`config.mk`:
```
export PLATFORM = sky130hd
export DESIGN_NAME = text_buffer_flat
export DESIGN_NICKNAME = d
export VERILOG_FILES = /design/src/rtl/text_pkg.sv /design/src/rtl/text_buffer_if.sv /design/src/rtl/simple_dual_port_ram_single_clock.sv /design/src/rtl/text_buffer.sv /design/src/flat_wrapper.sv
export SDC_FILE = /design/constraint.sdc
export NUM_CORES = 2
export LEC_CHECK = 0
export CORE_MARGIN = 2
export CORE_UTILIZATION = 50
export CTS_CLUSTER_DIAMETER = 40
export DETAILED_ROUTE_END_ITERATION = 10
export PLACE_DENSITY = 0.77
export SETUP_SLACK_MARGIN = 0.02
export SLEW_MARGIN = 20
export SYNTH_ARGS = -nofsm -noshare
export SYNTH_HDL_FRONTEND = slang
export SYNTH_SLANG_ARGS = --single-unit
```
`constraint.sdc`:
```
create_clock -name clk -period 17.35 [get_ports clk]
set_input_delay 2.6025 -clock clk [delete_from_list [all_inputs] [get_ports clk]]
set_output_delay 2.6025 -clock clk [all_outputs]
set_load 0.02 [all_outputs]
```
`src/rtl/text_pkg.sv`:
```
// Shared types and sizing helpers for the multi-row text buffer.
package text_pkg;

    typedef enum logic {
        SAVE  = 1'b0,
        CLEAR = 1'b1
    } state_e;

    // Width of an index into n items; a single item still gets one bit.
    function automatic int addr_w(input int n);
        return (n <= 1) ? 1 : $clog2(n);
    endfunction

endpackage

```
`src/rtl/text_buffer_if.sv`:
```
// Command, read-port and status bundle between the text buffer and its user.
interface text_buffer_if import text_pkg::*; #(
    parameter int DATA_WIDTH = 8,
    parameter int COLS       = 80,
    parameter int ROWS       = 4
);
    localparam int RW = addr_w(ROWS);
    localparam int CW = addr_w(COLS);

    logic                  wr_en;
    logic [DATA_WIDTH-1:0] wr_char;
    logic                  newline;
    logic                  back;
    logic                  clear_req;
    logic [RW-1:0]         rd_row;
    logic [CW-1:0]         rd_col;
    logic [DATA_WIDTH-1:0] rd_data;
    logic [RW-1:0]         cursor_row;
    logic [CW-1:0]         cursor_col;
    logic                  clearing;
    logic                  clear_done;
    logic                  full;
    logic                  overflow;

    modport master (
        output wr_en, wr_char, newline, back, clear_req, rd_row, rd_col,
        input  rd_data, cursor_row, cursor_col, clearing, clear_done, full, overflow
    );

    modport slave (
        input  wr_en, wr_char, newline, back, clear_req, rd_row, rd_col,
        output rd_data, cursor_row, cursor_col, clearing, clear_done, full, overflow
    );

endinterface

```
`src/rtl/simple_dual_port_ram_single_clock.sv`:
```
// One write port, one registered read port, one clock; a same-address
// read and write in the same cycle returns the old contents.
module simple_dual_port_ram_single_clock #(
    parameter int DATA_WIDTH = 8,
    parameter int ADDR_WIDTH = 6
) (
    input  logic                  clk,
    input  logic                  we,
    input  logic [ADDR_WIDTH-1:0] write_addr,
    input  logic [ADDR_WIDTH-1:0] read_addr,
    input  logic [DATA_WIDTH-1:0] data,
    output logic [DATA_WIDTH-1:0] q
);

    logic [DATA_WIDTH-1:0] ram [2**ADDR_WIDTH];

    always_ff @(posedge clk) begin
        if (we)
            ram[write_addr] <= data;
        q <= ram[read_addr];
    end

endmodule

```
`src/rtl/text_buffer.sv`:
```
// ROWS x COLS character buffer behind a write cursor, with append, newline,
// erase-backspace and a full-buffer zeroing sweep; independent read port.
module text_buffer import text_pkg::*; #(
    parameter int DATA_WIDTH = 8,
    parameter int COLS       = 80,
    parameter int ROWS       = 4,
    parameter int DEPTH      = COLS * ROWS,
    parameter int AW         = addr_w(DEPTH)
) (
    input logic          clk,
    input logic          rst,
    text_buffer_if.slave bus
);

    localparam int RW = addr_w(ROWS);
    localparam int CW = addr_w(COLS);

    localparam logic [RW-1:0] LAST_ROW  = RW'(ROWS - 1);
    localparam logic [CW-1:0] LAST_COL  = CW'(COLS - 1);
    localparam logic [AW-1:0] LAST_ADDR = AW'(DEPTH - 1);
    localparam logic [AW-1:0] COLS_A    = AW'(COLS);

    state_e                state, state_nxt;
    logic [AW-1:0]         sweep_addr, sweep_nxt;
    logic [RW-1:0]         row, row_nxt;
    logic [CW-1:0]         col, col_nxt;
    logic                  full, full_nxt;
    logic                  overflow, overflow_nxt;
    logic                  clear_done, clear_done_nxt;

    logic                  we;
    logic [AW-1:0]         waddr;
    logic [DATA_WIDTH-1:0] wdata;
    logic [AW-1:0]         raddr;

    // Flat cell index, widened to AW before the multiply so it never truncates.
    function automatic logic [AW-1:0] cell_addr(input logic [RW-1:0] r,
                                                input logic [CW-1:0] c);
        return AW'(r) * COLS_A + AW'(c);
    endfunction

    always_ff @(posedge clk or negedge rst) begin
        if (!rst)
            state <= CLEAR;
        else
            state <= state_nxt;
    end

    always_ff @(posedge clk or negedge rst) begin
        if (!rst) begin
            sweep_addr <= '0;
            row        <= '0;
            col        <= '0;
            full       <= 1'b0;
            overflow   <= 1'b0;
            clear_done <= 1'b0;
        end else begin
            sweep_addr <= sweep_nxt;
            row        <= row_nxt;
            col        <= col_nxt;
            full       <= full_nxt;
            overflow   <= overflow_nxt;
            clear_done <= clear_done_nxt;
        end
    end

    always_comb begin
        state_nxt      = state;
        sweep_nxt      = sweep_addr;
        row_nxt        = row;
        col_nxt        = col;
        full_nxt       = full;
        overflow_nxt   = 1'b0;
        clear_done_nxt = 1'b0;
        we             = 1'b0;
        waddr          = cell_addr(row, col);
        wdata          = '0;

        case (state)
            CLEAR: begin
                we    = 1'b1;
                waddr = sweep_addr;
                if (bus.clear_req) begin
                    sweep_nxt = '0;
                end else if (sweep_addr == LAST_ADDR) begin
                    clear_done_nxt = 1'b1;
                    state_nxt      = SAVE;
                    row_nxt        = '0;
                    col_nxt        = '0;
                    full_nxt       = 1'b0;
                end else begin
                    sweep_nxt = sweep_addr + AW'(1);
                end
            end

            SAVE: begin
                // One command per cycle; lower-priority ones are simply dropped.
                if (bus.clear_req) begin
                    state_nxt = CLEAR;
                    sweep_nxt = '0;
                end else if (bus.back) begin
                    if (full) begin
                        full_nxt = 1'b0;
                        we       = 1'b1;
                    end else if (col != '0) begin
                        col_nxt = col - CW'(1);
                        we      = 1'b1;
                        waddr   = cell_addr(row, col - CW'(1));
                    end else if (row != '0) begin
                        row_nxt = row - RW'(1);
                        col_nxt = LAST_COL;
                        we      = 1'b1;
                        waddr   = cell_addr(row - RW'(1), LAST_COL);
                    end
                end else if (bus.newline) begin
                    if (row != LAST_ROW) begin
                        row_nxt = row + RW'(1);
                        col_nxt = '0;
                    end else begin
                        overflow_nxt = 1'b1;
                    end
                end else if (bus.wr_en) begin
                    if (full) begin
                        overflow_nxt = 1'b1;
                    end else begin
                        we    = 1'b1;
                        wdata = bus.wr_char;
                        if (col != LAST_COL) begin
                            col_nxt = col + CW'(1);
                        end else if (row != LAST_ROW) begin
                            row_nxt = row + RW'(1);
                            col_nxt = '0;
                        end else begin
                            full_nxt = 1'b1;
                        end
                    end
                end
            end

            default: state_nxt = CLEAR;
        endcase
    end

    assign raddr = cell_addr(bus.rd_row, bus.rd_col);

    simple_dual_port_ram_single_clock #(
        .DATA_WIDTH (DATA_WIDTH),
        .ADDR_WIDTH (AW)
    ) u_ram (
        .clk        (clk),
        .we         (we),
        .write_addr (waddr),
        .read_addr  (raddr),
        .data       (wdata),
        .q          (bus.rd_data)
    );

    assign bus.cursor_row = row;
    assign bus.cursor_col = col;
    assign bus.clearing   = (state == CLEAR);
    assign bus.clear_done = clear_done;
    assign bus.full       = full;
    assign bus.overflow   = overflow;

endmodule

```
`src/flat_wrapper.sv`:
```
// flat-port wrapper written by rule: the top's interface ports become plain ports
module text_buffer_flat import text_pkg::*;
#(
    parameter int DATA_WIDTH = 8,
    parameter int COLS       = 80,
    parameter int ROWS       = 4,
    parameter int DEPTH      = COLS * ROWS,
    parameter int AW         = addr_w(DEPTH)
)
  (clk, rst, bus_wr_en, bus_wr_char, bus_newline, bus_back, bus_clear_req, bus_rd_row, bus_rd_col, bus_rd_data, bus_cursor_row, bus_cursor_col, bus_clearing, bus_clear_done, bus_full, bus_overflow);
  text_buffer_if #(.DATA_WIDTH(DATA_WIDTH), .COLS(COLS), .ROWS(ROWS)) bus_i ();
  input logic clk;
  input logic rst;
  input wire logic [$bits(bus_i.wr_en)-1:0] bus_wr_en;
  input wire logic [$bits(bus_i.wr_char)-1:0] bus_wr_char;
  input wire logic [$bits(bus_i.newline)-1:0] bus_newline;
  input wire logic [$bits(bus_i.back)-1:0] bus_back;
  input wire logic [$bits(bus_i.clear_req)-1:0] bus_clear_req;
  input wire logic [$bits(bus_i.rd_row)-1:0] bus_rd_row;
  input wire logic [$bits(bus_i.rd_col)-1:0] bus_rd_col;
  output wire logic [$bits(bus_i.rd_data)-1:0] bus_rd_data;
  output wire logic [$bits(bus_i.cursor_row)-1:0] bus_cursor_row;
  output wire logic [$bits(bus_i.cursor_col)-1:0] bus_cursor_col;
  output wire logic [$bits(bus_i.clearing)-1:0] bus_clearing;
  output wire logic [$bits(bus_i.clear_done)-1:0] bus_clear_done;
  output wire logic [$bits(bus_i.full)-1:0] bus_full;
  output wire logic [$bits(bus_i.overflow)-1:0] bus_overflow;
  assign bus_i.wr_en = bus_wr_en;
  assign bus_i.wr_char = bus_wr_char;
  assign bus_i.newline = bus_newline;
  assign bus_i.back = bus_back;
  assign bus_i.clear_req = bus_clear_req;
  assign bus_i.rd_row = bus_rd_row;
  assign bus_i.rd_col = bus_rd_col;
  assign bus_rd_data = bus_i.rd_data;
  assign bus_cursor_row = bus_i.cursor_row;
  assign bus_cursor_col = bus_i.cursor_col;
  assign bus_clearing = bus_i.clearing;
  assign bus_clear_done = bus_i.clear_done;
  assign bus_full = bus_i.full;
  assign bus_overflow = bus_i.overflow;
  text_buffer #(.DATA_WIDTH(DATA_WIDTH), .COLS(COLS), .ROWS(ROWS), .DEPTH(DEPTH), .AW(AW)) u_core (.clk(clk), .rst(rst), .bus(bus_i));
endmodule
```
==> metrics.txt <==
Least-Margin Pin Slew 1.26 ns; port bufs 43; cell mode on critical path buf_4; Period Utilization, post-route 43.7%; fin util 56.9%; first-pass GRT wire length 527000 microns; drt drc 0; Initial Util 50.2%; Critical Path End u_core.u_ram.ram[301][3]$_DFFE_PP_; H-tree Lvls 5; clk sinks roughly 3600; RSZ-0062 raised after global routing no; Syn-to-layout area delta 13.2%; hold buffer count at CTS 0; CTS max path bufs 4; Hold Fails Final Rpt 0; Rel. slew slack 15.7%; layout cell share with drive strength beyond 1 21.6%; CP Max Fanout 91; CP endpoint kind flop; Mapped Area 0.142 sq mm; Final Skew roughly 0.057 ns; CP Launch Type primary input; num rows 195; Leak 58.4 nW; detailed placement HPWL 201000 microns; CTS tree built; initial antenna violation count 11; CP Cell Sequence clkdlybuf4s50_1 > or3_1 > nor3_1 > and2_4 > buf_4 > buf_4 > buf_4; routed len/inst between 30 and 40 microns; crit path kind in2reg; fillcell total around 20000; sequential share of the synthesized area approximately 76%; IO Pins 44; Total Power 19.3 mW; Reg-to-Reg Start u_core.bus.cursor_col[0]$_DFFE_PN0P_; Top FF cell, synth edfxtp_1; Resized cells post-CTS 0; crit path max-delay cell type buf_4; Worst VDD drop 94.8 uV; flops & latches, synth about 3600; Synth top area share 75.9%; commonest non-fill, non-tap cell in the layout edfxtp_1; Pre-Repair DR Iteration Count 6; cell count after synthesis approximately 7000; # setup viols final 0; Tmin final 7.57 ns; worst setup path start bus_back; Starting DRT DRC Count between 10000 and 15000; reg-to-reg endpoint u_core.u_ram.ram[5][5]$_DFFE_PP_; Synth area leaders edfxtp_1 (76%), mux4_2 (12%), mux2i_1 (3.2%), nor2_1 (1.4%), o221ai_1 (1.1%); All-Layer GR Usage 25.1%; f_max 132 MHz; # Max-Cap Violations 0; Die Span Y around 540 microns; Yosys cell types 73; routability cong. 0.862; slowest stage delay, CP 0.93 ns; worst min path class reg2reg; FF-to-FF path depth 14; total die area about 0.29 sq mm; dpl ws 8.99 ns; syn nets between 7000 and 8000; largest net degree at the start of global routing 204; Mean Syn Cell Area about 20 sq um; Worst R2R Setup Slack approximately 12 ns; area leader, netlist edfxtp_1; clock slew at reported path FFs approximately 0.060 ns; vias in the first global route about 75000; EDFF count, synth 3584; CP required 17.90 ns; core footprint 0.282 sq mm; drt total wl 366000 microns; PwrDens approximately 120 mW/mm^2; clk root buf clkbuf_16; final setup margin 9.78 ns; ANT nets after route 0; worst-skew pair later-pin latency 0.93 ns; most frequent cells in the layout edfxtp_1 (3584), mux4_2 (739), nor2_1 (544); grt total ovfl 0; chip width approximately 540 microns; run status finished clean; setup_tns 0 ns; CTS Buf Count 417; Max Slew Vio Count 0; Yosys Warn Count 0; via/cell ratio between 6 and 7; Final nets 7248; Via Count 75300; Post-synth ARST share 0.609%; HP Start u_core.sweep_addr[5]$_DFFE_PN0P_; post-CTS setup buffers 0; Worst EP arrival 8.12 ns
-- worst max-delay path: cells and delay by family --
kind | cells | cell delay, ns
buf+inv | 4 | 3.39
simple gates | 3 | 1.88
-- per-stage QoR --
stage	cells	cell area [sq um]	hold slack (ns)
after floorplan	7044	142000	0.510
after detailed placement	10500	146000	0.583
after global placement	10500	146000	0.546
after global routing	11300	160000	0.620
final	11300	160000	0.587
after CTS	11300	160000	0.595
-- synthesized netlist by cell type (all sizes together) (5+ instances only) --
cell / count
a2111o: 6
a2111oi: 25
a211oi: 6
a21oi: 112
a22oi: 5
a2bb2oi: 6
a31oi: 6
a32o: 19
a32oi: 39
and2: 12
and3: 16
buf: 228
clkbuf: 213
dfrtp: 21
dfxtp: 8
edfxtp: 3584
ha: 16
inv: 23
mux2i: 454
mux4: 739
nand2: 296
nand2b: 16
nand3: 58
nand3b: 7
nand4: 16
nor2: 545
nor3: 33
nor4: 39
o2111ai: 24
o211ai: 9
o21a: 5
o21ai: 67
o21bai: 5
o221ai: 172
o22a: 8
o22ai: 114
o311ai: 9
o31a: 6
o31ai: 8
or2: 6
or3: 10
xnor2: 10
xor2: 11
-- cell families (layout without fill, tap and decap cells) --
| group | count (synthesis) | after routing | synth area share [%] |
|---|---|---|---|
| flops | 3614 | 3614 | 76.4 |
| mux | 1195 | 1195 | 15.0 |
| simple gates | 1069 | 1069 | 3.20 |
| compound gates | 662 | 662 | 3.48 |
| buf+inv | 464 | 968 | 1.58 |
| xor+xnor | 21 | 21 | 0.130 |
| fa+ha+maj | 19 | 19 | 0.184 |
| other cells | 0 | 12 | 0 |
-- power breakdown --
part / internal, mW / switching (mW)
clock: 5.29 / 3.69
combinational: 0.266 / 0.542
sequential: 9.46 / 0.0282
total: 15.0 / 4.26
-- sequential cells by signal (all words and copies together) (netlist names) --
signal,flops
u_core.bus.cursor_row,2
u_core.sweep_addr,9
u_core.u_ram.ram,3584
u_core.bus.cursor_col,7
u_core.bus.clear_done,1
u_core.bus.clearing,1
u_core.bus.full,1
u_core.bus.overflow,1
u_core.u_ram.q,8
-- routing by layer --
layer / global-route usage [%] / vias to the layer above / routed length (microns)
li1: - / 29600 / -
met1: 33.1 / 38800 / 129000
met2: 39.9 / 5840 / 175000
met3: 6.17 / 1050 / 44200
met4: 11.2 / 14 / 17400
met5: 0 / - / 99
-- layout make-up --
| class | instances | area, sq um | share of cell area [%] |
|---|---|---|---|
| Sequential cell | 3614 | 108000 | 67.5 |
| Multi-Input combinational cell | 2966 | 31400 | 19.6 |
| Tap cell | 3743 | 4680 | 2.92 |
| Clock inverter | 293 | 3460 | 2.15 |
| Clock buffer | 468 | 10700 | 6.68 |
| Timing Repair Buffer | 184 | 1720 | 1.07 |
| Inverter | 23 | 98.8 | 0.0616 |
| Antenna cell | 12 | 30.0 | 0.0187 |
-- worst min-delay path by stage --
stage	slack [ns]	endpoint	cells past startpoint
5_1_grt	0.62	u_core.sweep_addr[5]$_DFFE_PN0P_	2
3_3_place_gp	0.55	u_core.sweep_addr[5]$_DFFE_PN0P_	2
3_5_place_dp	0.58	u_core.sweep_addr[5]$_DFFE_PN0P_	2
2_1_floorplan	0.51	u_core.sweep_addr[5]$_DFFE_PN0P_	2
4_1_cts	0.59	u_core.sweep_addr[5]$_DFFE_PN0P_	2
6_report	0.59	u_core.sweep_addr[5]$_DFFE_PN0P_	2
(Power assumes the default switching activity.)
